**src/rtl/alu_req_sched_pkg.sv**
```systemverilog
// rtl/alu_req_sched_pkg.sv - shared types and constants for the ALU request scheduler
package alu_ctrl_pkg;

  localparam logic [1:0] ST_IDLE  = 2'd0;
  localparam logic [1:0] ST_ISSUE = 2'd1;
  localparam logic [1:0] ST_WAIT  = 2'd2;
  localparam logic [1:0] ST_RESP  = 2'd3;

  typedef enum logic [1:0] {
    IDLE  = ST_IDLE,
    ISSUE = ST_ISSUE,
    WAIT  = ST_WAIT,
    RESP  = ST_RESP
  } state_t;

  typedef struct packed {
    logic err;
    logic oflow;
    logic cout;
    logic g;
    logic l;
    logic e;
  } alu_flags_t;

  localparam logic [3:0] CMD_MUL_INC = 4'd9;
  localparam logic [3:0] CMD_MUL_SHL = 4'd10;

  // Reported when a request carries no valid operands and never reaches the ALU
  localparam alu_flags_t FLAGS_ERR_ONLY = alu_flags_t'(6'b100000);

  // Multiply commands need the longer ALU latency
  function automatic logic is_mul_cmd(input logic mode, input logic [3:0] cmd);
    return mode && ((cmd == CMD_MUL_INC) || (cmd == CMD_MUL_SHL));
  endfunction

endpackage

```
**src/rtl/alu_req_sched_if.sv**
```systemverilog
// rtl/alu_req_sched_if.sv - requester, ALU and response signal bundle
interface alu_req_sched_if #(
  parameter int WIDTH   = 8,
  parameter int NUM_REQ = 2
);

  logic [NUM_REQ-1:0]       REQ_VALID;
  logic [NUM_REQ-1:0]       REQ_READY;
  logic [NUM_REQ*WIDTH-1:0] REQ_OPA;
  logic [NUM_REQ*WIDTH-1:0] REQ_OPB;
  logic [NUM_REQ-1:0]       REQ_CIN;
  logic [NUM_REQ-1:0]       REQ_MODE;
  logic [NUM_REQ*4-1:0]     REQ_CMD;
  logic [NUM_REQ*2-1:0]     REQ_INP_VALID;

  logic [WIDTH-1:0]         ALU_OPA;
  logic [WIDTH-1:0]         ALU_OPB;
  logic                     ALU_CIN;
  logic                     ALU_CE;
  logic                     ALU_MODE;
  logic [3:0]               ALU_CMD;
  logic [1:0]               ALU_INP_VALID;
  logic [2*WIDTH-1:0]       ALU_RES;
  logic                     ALU_ERR;
  logic                     ALU_OFLOW;
  logic                     ALU_COUT;
  logic                     ALU_G;
  logic                     ALU_L;
  logic                     ALU_E;

  logic [NUM_REQ-1:0]       RSP_VALID;
  logic [2*WIDTH-1:0]       RSP_RES;
  logic [5:0]               RSP_FLAGS;

  // Scheduler side
  modport master (
    input  REQ_VALID, REQ_OPA, REQ_OPB, REQ_CIN, REQ_MODE, REQ_CMD, REQ_INP_VALID,
    output REQ_READY,
    output ALU_OPA, ALU_OPB, ALU_CIN, ALU_CE, ALU_MODE, ALU_CMD, ALU_INP_VALID,
    input  ALU_RES, ALU_ERR, ALU_OFLOW, ALU_COUT, ALU_G, ALU_L, ALU_E,
    output RSP_VALID, RSP_RES, RSP_FLAGS
  );

  // Requesters plus ALU side
  modport slave (
    output REQ_VALID, REQ_OPA, REQ_OPB, REQ_CIN, REQ_MODE, REQ_CMD, REQ_INP_VALID,
    input  REQ_READY,
    input  ALU_OPA, ALU_OPB, ALU_CIN, ALU_CE, ALU_MODE, ALU_CMD, ALU_INP_VALID,
    output ALU_RES, ALU_ERR, ALU_OFLOW, ALU_COUT, ALU_G, ALU_L, ALU_E,
    input  RSP_VALID, RSP_RES, RSP_FLAGS
  );

endinterface

```
**src/rtl/alu_req_sched_rr_arbiter.sv**
```systemverilog
// rtl/alu_req_sched_rr_arbiter.sv - combinational round-robin one-hot grant
module rr_arbiter #(
  parameter int NUM_REQ = 2,
  parameter int PTR_W   = 1
) (
  input  logic [NUM_REQ-1:0] req_i,
  input  logic [PTR_W-1:0]   ptr_i,
  output logic [NUM_REQ-1:0] gnt_o,
  output logic [PTR_W-1:0]   gnt_idx_o
);

  logic [PTR_W-1:0] idx;
  logic             found;

  // First requester at or above the pointer wins, wrapping modulo NUM_REQ
  always_comb begin
    gnt_o     = '0;
    gnt_idx_o = '0;
    found     = 1'b0;
    idx       = '0;
    for (int off = 0; off < NUM_REQ; off++) begin
      idx = PTR_W'((int'(ptr_i) + off) % NUM_REQ);
      if (!found && req_i[idx]) begin
        found      = 1'b1;
        gnt_o[idx] = 1'b1;
        gnt_idx_o  = idx;
      end
    end
  end

endmodule

```
**src/rtl/alu_req_sched.sv**
```systemverilog
// rtl/alu_req_sched.sv - round-robin sharing of one ALU between several requesters
module alu_req_sched
  import alu_ctrl_pkg::*;
#(
  parameter int WIDTH    = 8,
  parameter int NUM_REQ  = 2,
  parameter int LAT_BASE = 1,
  parameter int LAT_MUL  = 2
) (
  input logic           CLK,
  input logic           RST,
  alu_req_sched_if.master bus
);

  localparam int         PTR_W = (NUM_REQ > 1) ? $clog2(NUM_REQ) : 1;
  localparam logic [7:0] LAT_B = 8'(LAT_BASE);
  localparam logic [7:0] LAT_M = 8'(LAT_MUL);

  state_t             state_q, state_d;
  logic [PTR_W-1:0]   rr_q, rr_d;
  logic [PTR_W-1:0]   owner_q, owner_d;
  logic [7:0]         cnt_q, cnt_d;
  logic [WIDTH-1:0]   opa_q, opa_d, opb_q, opb_d;
  logic               cin_q, cin_d, mode_q, mode_d;
  logic [3:0]         cmd_q, cmd_d;
  logic [1:0]         iv_q, iv_d;
  logic [2*WIDTH-1:0] res_q, res_d;
  alu_flags_t         flags_q, flags_d;

  logic [NUM_REQ-1:0] gnt;
  logic [PTR_W-1:0]   gnt_idx;
  logic [WIDTH-1:0]   sel_opa, sel_opb;
  logic               sel_cin, sel_mode;
  logic [3:0]         sel_cmd;
  logic [1:0]         sel_iv;
  alu_flags_t         alu_flags;
  logic               ce;

  rr_arbiter #(.NUM_REQ(NUM_REQ), .PTR_W(PTR_W)) u_arb (
    .req_i     (bus.REQ_VALID),
    .ptr_i     (rr_q),
    .gnt_o     (gnt),
    .gnt_idx_o (gnt_idx)
  );

  assign alu_flags = alu_flags_t'({bus.ALU_ERR, bus.ALU_OFLOW, bus.ALU_COUT,
                                   bus.ALU_G, bus.ALU_L, bus.ALU_E});

  // Pick the granted requester's fields out of the packed request buses
  always_comb begin
    sel_opa  = '0;
    sel_opb  = '0;
    sel_cin  = 1'b0;
    sel_mode = 1'b0;
    sel_cmd  = '0;
    sel_iv   = '0;
    for (int i = 0; i < NUM_REQ; i++) begin
      if (gnt[i]) begin
        sel_opa  = bus.REQ_OPA[i*WIDTH +: WIDTH];
        sel_opb  = bus.REQ_OPB[i*WIDTH +: WIDTH];
        sel_cin  = bus.REQ_CIN[i];
        sel_mode = bus.REQ_MODE[i];
        sel_cmd  = bus.REQ_CMD[i*4 +: 4];
        sel_iv   = bus.REQ_INP_VALID[i*2 +: 2];
      end
    end
  end

  // Accept, issue, wait out the ALU latency, then return the captured result
  always_comb begin
    state_d = state_q;
    rr_d    = rr_q;
    owner_d = owner_q;
    cnt_d   = cnt_q;
    opa_d   = opa_q;
    opb_d   = opb_q;
    cin_d   = cin_q;
    mode_d  = mode_q;
    cmd_d   = cmd_q;
    iv_d    = iv_q;
    res_d   = res_q;
    flags_d = flags_q;
    case (state_q)
      IDLE: begin
        if (|bus.REQ_VALID) begin
          owner_d = gnt_idx;
          opa_d   = sel_opa;
          opb_d   = sel_opb;
          cin_d   = sel_cin;
          mode_d  = sel_mode;
          cmd_d   = sel_cmd;
          iv_d    = sel_iv;
          rr_d    = (gnt_idx == PTR_W'(NUM_REQ - 1)) ? '0 : gnt_idx + 1'b1;
          state_d = ISSUE;
        end
      end
      ISSUE: begin
        if (iv_q == 2'b00) begin
          res_d   = '0;
          flags_d = FLAGS_ERR_ONLY;
          state_d = RESP;
        end else begin
          cnt_d   = is_mul_cmd(mode_q, cmd_q) ? LAT_M : LAT_B;
          state_d = WAIT;
        end
      end
      WAIT: begin
        cnt_d = cnt_q - 8'd1;
        if (cnt_q <= 8'd1) begin
          res_d   = bus.ALU_RES;
          flags_d = alu_flags;
          state_d = RESP;
        end
      end
      RESP: begin
        state_d = IDLE;
      end
      default: begin
        state_d = IDLE;
      end
    endcase
  end

  // State registers; reset aborts any operation in flight
  always_ff @(posedge CLK) begin
    if (RST) begin
      state_q <= IDLE;
      rr_q    <= '0;
      owner_q <= '0;
      cnt_q   <= '0;
      opa_q   <= '0;
      opb_q   <= '0;
      cin_q   <= 1'b0;
      mode_q  <= 1'b0;
      cmd_q   <= '0;
      iv_q    <= '0;
      res_q   <= '0;
      flags_q <= '0;
    end else begin
      state_q <= state_d;
      rr_q    <= rr_d;
      owner_q <= owner_d;
      cnt_q   <= cnt_d;
      opa_q   <= opa_d;
      opb_q   <= opb_d;
      cin_q   <= cin_d;
      mode_q  <= mode_d;
      cmd_q   <= cmd_d;
      iv_q    <= iv_d;
      res_q   <= res_d;
      flags_q <= flags_d;
    end
  end

  // CE is held through ISSUE and WAIT unless the operands were flagged invalid
  assign ce = ((state_q == ISSUE) && (iv_q != 2'b00)) || (state_q == WAIT);

  assign bus.ALU_CE        = ce;
  assign bus.ALU_OPA       = opa_q;
  assign bus.ALU_OPB       = opb_q;
  assign bus.ALU_CIN       = cin_q;
  assign bus.ALU_MODE      = mode_q;
  assign bus.ALU_CMD       = cmd_q;
  assign bus.ALU_INP_VALID = ce ? iv_q : 2'b00;

  assign bus.REQ_READY = (state_q == IDLE) ? gnt : '0;
  assign bus.RSP_VALID = (state_q == RESP) ? (NUM_REQ'(1) << owner_q) : '0;
  assign bus.RSP_RES   = res_q;
  assign bus.RSP_FLAGS = flags_q;

endmodule
```
**src/flat_wrapper.sv**
```systemverilog
// flat-port wrapper written by rule: the top's interface ports become plain ports
module alu_req_sched_flat import alu_ctrl_pkg::*;
#(
  parameter int WIDTH    = 8,
  parameter int NUM_REQ  = 2,
  parameter int LAT_BASE = 1,
  parameter int LAT_MUL  = 2
)
  (CLK, RST, bus_REQ_VALID, bus_REQ_OPA, bus_REQ_OPB, bus_REQ_CIN, bus_REQ_MODE, bus_REQ_CMD, bus_REQ_INP_VALID, bus_REQ_READY, bus_ALU_OPA, bus_ALU_OPB, bus_ALU_CIN, bus_ALU_CE, bus_ALU_MODE, bus_ALU_CMD, bus_ALU_INP_VALID, bus_ALU_RES, bus_ALU_ERR, bus_ALU_OFLOW, bus_ALU_COUT, bus_ALU_G, bus_ALU_L, bus_ALU_E, bus_RSP_VALID, bus_RSP_RES, bus_RSP_FLAGS);
  alu_req_sched_if #(.WIDTH(WIDTH), .NUM_REQ(NUM_REQ)) bus_i ();
  input logic CLK;
  input logic RST;
  input wire logic [$bits(bus_i.REQ_VALID)-1:0] bus_REQ_VALID;
  input wire logic [$bits(bus_i.REQ_OPA)-1:0] bus_REQ_OPA;
  input wire logic [$bits(bus_i.REQ_OPB)-1:0] bus_REQ_OPB;
  input wire logic [$bits(bus_i.REQ_CIN)-1:0] bus_REQ_CIN;
  input wire logic [$bits(bus_i.REQ_MODE)-1:0] bus_REQ_MODE;
  input wire logic [$bits(bus_i.REQ_CMD)-1:0] bus_REQ_CMD;
  input wire logic [$bits(bus_i.REQ_INP_VALID)-1:0] bus_REQ_INP_VALID;
  output wire logic [$bits(bus_i.REQ_READY)-1:0] bus_REQ_READY;
  output wire logic [$bits(bus_i.ALU_OPA)-1:0] bus_ALU_OPA;
  output wire logic [$bits(bus_i.ALU_OPB)-1:0] bus_ALU_OPB;
  output wire logic [$bits(bus_i.ALU_CIN)-1:0] bus_ALU_CIN;
  output wire logic [$bits(bus_i.ALU_CE)-1:0] bus_ALU_CE;
  output wire logic [$bits(bus_i.ALU_MODE)-1:0] bus_ALU_MODE;
  output wire logic [$bits(bus_i.ALU_CMD)-1:0] bus_ALU_CMD;
  output wire logic [$bits(bus_i.ALU_INP_VALID)-1:0] bus_ALU_INP_VALID;
  input wire logic [$bits(bus_i.ALU_RES)-1:0] bus_ALU_RES;
  input wire logic [$bits(bus_i.ALU_ERR)-1:0] bus_ALU_ERR;
  input wire logic [$bits(bus_i.ALU_OFLOW)-1:0] bus_ALU_OFLOW;
  input wire logic [$bits(bus_i.ALU_COUT)-1:0] bus_ALU_COUT;
  input wire logic [$bits(bus_i.ALU_G)-1:0] bus_ALU_G;
  input wire logic [$bits(bus_i.ALU_L)-1:0] bus_ALU_L;
  input wire logic [$bits(bus_i.ALU_E)-1:0] bus_ALU_E;
  output wire logic [$bits(bus_i.RSP_VALID)-1:0] bus_RSP_VALID;
  output wire logic [$bits(bus_i.RSP_RES)-1:0] bus_RSP_RES;
  output wire logic [$bits(bus_i.RSP_FLAGS)-1:0] bus_RSP_FLAGS;
  assign bus_i.REQ_VALID = bus_REQ_VALID;
  assign bus_i.REQ_OPA = bus_REQ_OPA;
  assign bus_i.REQ_OPB = bus_REQ_OPB;
  assign bus_i.REQ_CIN = bus_REQ_CIN;
  assign bus_i.REQ_MODE = bus_REQ_MODE;
  assign bus_i.REQ_CMD = bus_REQ_CMD;
  assign bus_i.REQ_INP_VALID = bus_REQ_INP_VALID;
  assign bus_REQ_READY = bus_i.REQ_READY;
  assign bus_ALU_OPA = bus_i.ALU_OPA;
  assign bus_ALU_OPB = bus_i.ALU_OPB;
  assign bus_ALU_CIN = bus_i.ALU_CIN;
  assign bus_ALU_CE = bus_i.ALU_CE;
  assign bus_ALU_MODE = bus_i.ALU_MODE;
  assign bus_ALU_CMD = bus_i.ALU_CMD;
  assign bus_ALU_INP_VALID = bus_i.ALU_INP_VALID;
  assign bus_i.ALU_RES = bus_ALU_RES;
  assign bus_i.ALU_ERR = bus_ALU_ERR;
  assign bus_i.ALU_OFLOW = bus_ALU_OFLOW;
  assign bus_i.ALU_COUT = bus_ALU_COUT;
  assign bus_i.ALU_G = bus_ALU_G;
  assign bus_i.ALU_L = bus_ALU_L;
  assign bus_i.ALU_E = bus_ALU_E;
  assign bus_RSP_VALID = bus_i.RSP_VALID;
  assign bus_RSP_RES = bus_i.RSP_RES;
  assign bus_RSP_FLAGS = bus_i.RSP_FLAGS;
  alu_req_sched #(.WIDTH(WIDTH), .NUM_REQ(NUM_REQ), .LAT_BASE(LAT_BASE), .LAT_MUL(LAT_MUL)) u_core (.CLK(CLK), .RST(RST), .bus(bus_i));
endmodule
```
**config.mk**
```make
export PLATFORM = sky130hd
export DESIGN_NAME = alu_req_sched_flat
export DESIGN_NICKNAME = d
export VERILOG_FILES = /design/src/rtl/alu_req_sched_pkg.sv /design/src/rtl/alu_req_sched_if.sv /design/src/rtl/alu_req_sched_rr_arbiter.sv /design/src/rtl/alu_req_sched.sv /design/src/flat_wrapper.sv
export SDC_FILE = /design/constraint.sdc
export NUM_CORES = 1
export LEC_CHECK = 0
export BUFFER_PORTS_ARGS = -buffer_cell sky130_fd_sc_hd__buf_2
export CORE_ASPECT_RATIO = 2
export CORE_UTILIZATION = 41
export DETAILED_ROUTE_END_ITERATION = 8
export PLACE_DENSITY = 0.84
export SETUP_SLACK_MARGIN = 0.4
export SYNTH_ARGS = -nofsm -noshare
export SYNTH_HDL_FRONTEND = slang
export SYNTH_SLANG_ARGS = --single-unit
```
**constraint.sdc**
```tcl
create_clock -name CLK -period 2 [get_ports CLK]
set_clock_uncertainty 0.2 [all_clocks]
set_input_delay 0.2 -clock CLK [delete_from_list [all_inputs] [get_ports CLK]]
set_output_delay 0.2 -clock CLK [all_outputs]
set_load 0.02 [all_outputs]
```
### Word level (Yosys, flattened, before mapping)

Cells that the tools add are included.

| operators by class | value |
|---|---|
| add/subtract/negate cells | 3 |
| equality and inequality tests | 9 |
| bitwise operators | 1 |
| shift operators | 1 |
| reduce and logical (&&, ||, !) cells | 17 |
| mux-type cells | 42 |
| $lt $le $gt $ge | 5 |

Operators by type and width:

| kind | number |
|---|---|
| $mux 8 | 5 |
| $mux 16 | 2 |
| $pmux 16 s2 | 1 |
| $mux 2 | 10 |
| $pmux 8 s2 | 1 |
| $mux 1 | 15 |
| $mux 6 | 2 |
| $pmux 6 s2 | 1 |
| $eq 4x4->1 const B | 2 |
| $le 8x1->1 const B | 1 |
| $mux 4 | 2 |
| $pmux 2 s4 | 1 |
| $sub 8x1->8 const B | 1 |
| $ne 2x1->1 const B | 3 |
| $reduce_and 2->1 | 3 |
| $logic_and 1x1->1 | 5 |
| $eq 2x2->1 const B | 2 |
| $logic_not 2->1 | 2 |
| $lt 1x2->1 const B | 2 |
| $reduce_bool 2->1 | 2 |
| $reduce_and 3->1 | 1 |
| $add 1x1->1 const B | 2 |
| $demux 1 s1 | 2 |
| $eq 2x1->1 const B | 1 |
| other kinds (7) | 9 |

| word-level totals | value |
|---|---|
| input bits | 74 |
| output and inout bits | 51 |
| logic and storage cells | 95 |
| register bits after elaboration | 58 |

### Logic depth before layout (Yosys ltp)

| depth | value |
|---|---|
| word-level depth | 9 |
| mapped depth | 7 |

### Hierarchy

Synthesis repeated with hierarchy kept, for this count alone.

| unflattened totals | value |
|---|---|
| cells, all modules | 264 |
| area, all modules | 2,509.9 um^2 |

By module, submodules not included:

| module | cells an instance | area an instance (um^2) | instances | seq. area each (um^2) |
|---|---|---|---|---|
| alu_req_sched | 260 | 2,479.9 | 1 | 1,161.1 |
| rr_arbiter | 4 | 30.0 | 1 | 0.0 |

### Worst setup path before layout

No wires, ideal clock.

| timing | value |
|---|---|
| path type | reg-to-reg |
| start point | reg u_core.cnt_q[3] |
| end point | reg u_core.flags_q (netlist bit u_core.bus.RSP_FLAGS[0]) |
| stages on the path, launching flop included | 6 |
| buffers on the path | 1 |
| path slack | -0.102 ns |
| arrival | 1.845 ns |
| cell sequence | dfxtp_1 > or4_4 > or3_4 > nor4b_4 > buf_6 > a22o_2 |

| between the ends | value |
|---|---|
| cells in the longest elaborated chain, start to end | 3 |

Ends and longest elaborated chain:

| element | line | RTL |
|---|---|---|
| from (decl) | alu_req_sched.sv:22 | `logic [7:0] cnt_q, cnt_d;` |
| from (signal assigned) | alu_req_sched.sv:143 | `cnt_q <= cnt_d;` |
| $le 8x1->1 | alu_req_sched.sv:109 | `if (cnt_q <= 8'd1) begin` |
| $ne 2x1->1 (no line) | n/a |  |
| $reduce_and 3->1 (no line) | n/a |  |
| to (signal assigned) | alu_req_sched.sv:151 | `flags_q <= flags_d;` |
| to (decl) | alu_req_sched.sv:28 | `alu_flags_t flags_q, flags_d;` |

Every way passes these cells.
A chain may end at the register's enable or synchronous reset.

### Final worst setup path

| timing | value |
|---|---|
| start point | reg u_core.cnt_q[4] |
| end point | reg u_core.res_q[3], in the netlist u_core.bus.RSP_RES[3] |

| between the ends | value |
|---|---|
| cells in the longest elaborated chain, start to end | 3 |

Ends and longest elaborated chain:

| element | line | RTL |
|---|---|---|
| $le 8x1->1 | alu_req_sched.sv:109 |  |
| $ne 2x1->1 (no line) | n/a |  |
| $reduce_and 3->1 (no line) | n/a |  |
| to (signal assigned) | alu_req_sched.sv:150 | `res_q <= res_d;` |
| to (decl) | alu_req_sched.sv:27 | `logic [2*WIDTH-1:0] res_q, res_d;` |

Every way passes these cells.

==> implementation parameters <==
Parameter                              Value

Worst setup path
  Critical Path End ... u_core.bus.RSP_RES[3]
  Count of cells along the worst register-to-register path ... 5
  Crit-path max FO ... 21
  Reg2Reg Capture Point ... u_core.bus.RSP_RES[3]
  Gate family responsible for the most delay along the worst path ... simple AND/OR/NAND/NOR gates
  Required time at the endpoint of the critical path ... between 2000 and 2500 ps
  Slowest Stage Delay on Critical Path ... 530 ps
  Cell count along the critical path ... 5
  Launching point of the worst reg2reg path ... u_core.cnt_q[4]
  Setup crit start ... u_core.cnt_q[4]
  Buf/Inv on CP ... 1
  Series of cell instances along the critical path ... or4_4 > or3_4 > nor4b_4 > buf_12 > a22o_2
  Worst Path Class, Setup ... reg -> reg
  Setup slack of the worst register-to-register path ... -170 ps
  Critical-path cell with the highest stage delay ... or4_4
  Startpoint Class ... flip-flop
  Endpoint type of the worst setup path ... flip-flop
  Arrival time of data at the critical path endpoint ... around 2200 ps

Final layout
  # nets final ... 510
  Antenna diode instance count ... 0
  Share of the core filled with cells ... between 70% and 80%
  Number of fillers in the final layout ... 340
  Fraction of final layout cells sized beyond drive strength 1 ... between 60% and 70%
  Post-route standard cell area excluding fillers ... 4510 µm²
  Area added between synthesis and finish ... 81.5%

Pwr
  Combinational Power Share ... between 50% and 60%
  Internal Power ... between 4 and 5 mW
  Worst VDD drop ... 0.964 mV
  Overall power after layout ... between 7 and 8 mW
  PwrDens ... between 1500 and 2000 nW/µm²
  Static leakage ... between 2 and 2.5 nW
  Net switching fraction of the power ... between 30% and 40%
  Switch Pwr ... between 2 and 3 mW
  Share of power burned in the clock network ... between 20% and 30%
  Register share of total power ... 24.7%

Synth
  Average instance area after synthesis ... just under 10 µm²
  Biggest area contributors in the synthesized netlist ... dfxtp_1 (47%), a22o_2 (8.1%), a211oi_1 (7.9%)
  Area share of the largest cell type after synthesis ... between 40% and 50%
  Sequential share of the synthesized area ... between 40 and 50%
  Flip-flop and latch count after synthesis ... 58
  Synth Instances ... between 200 and 300
  Count of distinct cell types in the synthesized netlist ... 40
  Top-count cell post-synth ... dfxtp_1
  Async set or reset register ratio after synthesis ... 0%
  Largest area contributor in the netlist ... dfxtp_1
  Top FF cell, synth ... dfxtp_1
  Synth cell count leaders ... dfxtp_1 (58), nor2_1 (35), a211oi_1 (26), a22oi_1 (24), a22o_2 (20)
  Yosys warns ... 0
  Syn nets ... roughly 340
  Number of enable flip-flop cells after synthesis ... 0
  Cell Area, Synth ... 2480 µm²

Drt
  Count of antenna-violating nets left after detailed routing ... 0
  Final wirelength ... around 8.7 mm
  Number of violations reported at the end of detailed-routing iteration 0 ... 130
  Average vias per placed instance ... ~5.6
  DRC violations left ... 20
  Initial DRT Pass Iterations ... 7
  Count of vias placed by the detailed router ... about 2800
  Routed length per instance ... 17.5 µm

Global routing
  Largest net degree at the start of global routing ... 43
  First-pass GRT wire length ... 12.1 mm
  Total congestion overflow ... 0
  Number of antenna violations at the first check in global routing ... 0
  Overall fraction of global-route tracks in use ... between 20% and 30%
  Vias in the first global route ... 2714

Timing
  Total negative setup slack ... -3270 ps
  Unrepaired setup endpoints after global routing ... yes
  Final worst hold slack ... roughly 46 ps
  Final max-slew violation count ... 0
  Max_slew headroom ... between 70% and 80%
  Actual transition at the worst max-transition pin ... ~410 ps
  Fmax ... approximately 460 MHz
  Ratio of final minimum period to clock period ... 109%
  Hold violation total from the final report ... 0
  Number of setup violations in the final report ... 22
  Smallest setup slack after layout ... -175 ps
  Tmin final ... 2170 ps

Outcome
  Result of the run ... finished, violations left
  Violations in the final reports ... design-rule violations, negative setup slack

Place
  Placed Area ... ~3300 µm²
  Input/output buffers ... roughly 120
  HPWL after detailed placement ... about 4.7 mm
  GPL Wtd Cong ... 0.896

Die
  Overall die height ... roughly 110 µm
  Die outline width ... ~57 µm
  I/O pins ... between 100 and 150
  Starting utilization of the core area ... a little over two fifths
  Rows ... 39
  Total die area ... around 6400 µm²
  Area inside the core boundary ... approximately 5800 µm²

Clock tree
  Number of buffers between clock root and the deepest sink ... 2
  TritonCTS clock tree ... yes
  Worst-path clk slew ... ~50 ps
  Number of buffers created by CTS ... 9
  Master cell of the clock root buffer ... clkbuf_16
  Number of sinks driven by the clock tree ... a little under 60
  H-tree Lvls ... 3
  Clock insertion delay at the later pin of the skew report ... between 300 and 400 ps

Worst hold path
  Worst hold path class ... in -> reg

Run
  Count of maximum capacitance violations ... 0
[placed cells by master, fill, tap and decap left out, drive strengths merged, types with 2 or more instances in the layout]
cell type and count:
a211oi 26, nor2b 4, o311a 2, dlygate4sd3 22
buf 157, nor3 5, nand4 2, and2 6
nor2 35, dfxtp 58, nor4 2, nand3 2
a22o 21, nor4b 3, clkinv 4, nand2 6
a21boi 2, a21oi 3, xnor2 3, ha 6
o21ai 3, clkbuf 14, a22oi 24, inv 7
xor2 4
[worst min-delay path by stage]
| stage | endpoint | cells past startpoint | slack (ps) | start |
|---|---|---|---|---|
| detailed placement | u_core.bus.RSP_RES[12] | 2 | 220 | bus_ALU_RES[12] |
| global route | u_core.bus.ALU_OPB[0] | 3 | 60 | bus_REQ_OPB[8] |
| floorplan | u_core.rr_q | 1 | 120 | bus_REQ_VALID[1] |
| finish | u_core.bus.ALU_OPA[5] | 3 | 50 | bus_REQ_OPA[13] |
| CTS | u_core.bus.RSP_FLAGS[5] | 3 | 20 | bus_ALU_ERR |
| global placement | u_core.bus.RSP_RES[12] | 2 | 210 | bus_ALU_RES[12] |
[per-stage QoR]
step,instances,setup WS (ps)
6_report,496,-175
5_1_grt,496,-211
4_1_cts,483,-136
3_5_place_dp,434,-130
3_3_place_gp,434,-77.9
2_1_floorplan,255,-90.6
[registers in the layout, summed over array words and instances, names as in the netlist]
register	count
u_core.cnt_q	8
u_core.owner_q	1
u_core.bus.RSP_FLAGS	6
u_core.rr_q	1
u_core.bus.ALU_MODE	1
u_core.bus.ALU_OPB	8
u_core.bus.RSP_RES	16
u_core.bus.ALU_CIN	1
u_core.bus.ALU_OPA	8
u_core.bus.ALU_CMD	4
u_core.state_q	2
u_core.iv_q	2
[cells by family (layout without fill, tap and decap cells)]
| family | count (synthesis) | in the layout | share of synthesized area (%) |
|---|---|---|---|
| simple gates | 72 | 72 | 15.2 |
| buf+inv | 25 | 205 | 4.38 |
| flops | 58 | 58 | 46.8 |
| mux | 1 | 1 | 0.403 |
| compound gates | 86 | 86 | 27.8 |
| fa+ha+maj | 6 | 6 | 3.02 |
| xor+xnor | 7 | 7 | 2.47 |
[what timing repair did]
item / 4_1_cts / 5_1_grt
resized for setup: 50 / 57
endpoints found under the hold margin: 22 / 0
hold buffers: 22 / 0
buffers inserted: 11 / 8
setup endpoints to repair: 58 / 60
pin swaps: 23 / 26
gates cloned: 0 / 5
[layout make-up]
| class | count | area [µm²] | area share, % |
|---|---|---|---|
| repair buffers | 182 | 1320 | 29.3 |
| clock inverters | 5 | 53.8 | 1.19 |
| inverters | 7 | 31.3 | 0.694 |
| well taps | 61 | 76.3 | 1.69 |
| multi-input cells | 172 | 1610 | 35.7 |
| clock buffers | 11 | 243 | 5.38 |
| flip-flops and latches | 58 | 1170 | 26.0 |
[metal layers]
layer | track usage [%] | share of wire (%) | up-vias | wire length (µm)
met2 | 47.4 | 58 | 119 | 5050
met5 | 0 | 0 | - | 0
met1 | 23.2 | 35 | 1334 | 3020
li1 | - | - | 1301 | -
met3 | 4.61 | 5.0 | 13 | 432
met4 | 12.8 | 2.0 | 0 | 173
[power by group through the flow]
| stage | Sequential, mW | Combinational (mW) | Clock (mW) |
|---|---|---|---|
| 2_1_floorplan | 1.85 | 1.42 | 0 |
| 3_3_place_gp | 1.63 | 2.24 | 0 |
| 3_5_place_dp | 1.64 | 2.31 | 0 |
| 4_1_cts | 1.65 | 2.84 | 1.51 |
| 5_1_grt | 1.76 | 4.03 | 1.57 |
| 6_report | 1.74 | 3.80 | 1.50 |
[worst min-delay path, delay by kind of cell]
family / cells / cell delay (ps)
buffers and inverters: 1 / 100
AO/OA/AOI/OAI: 2 / 240
Power figures use the tool's default switching activity.
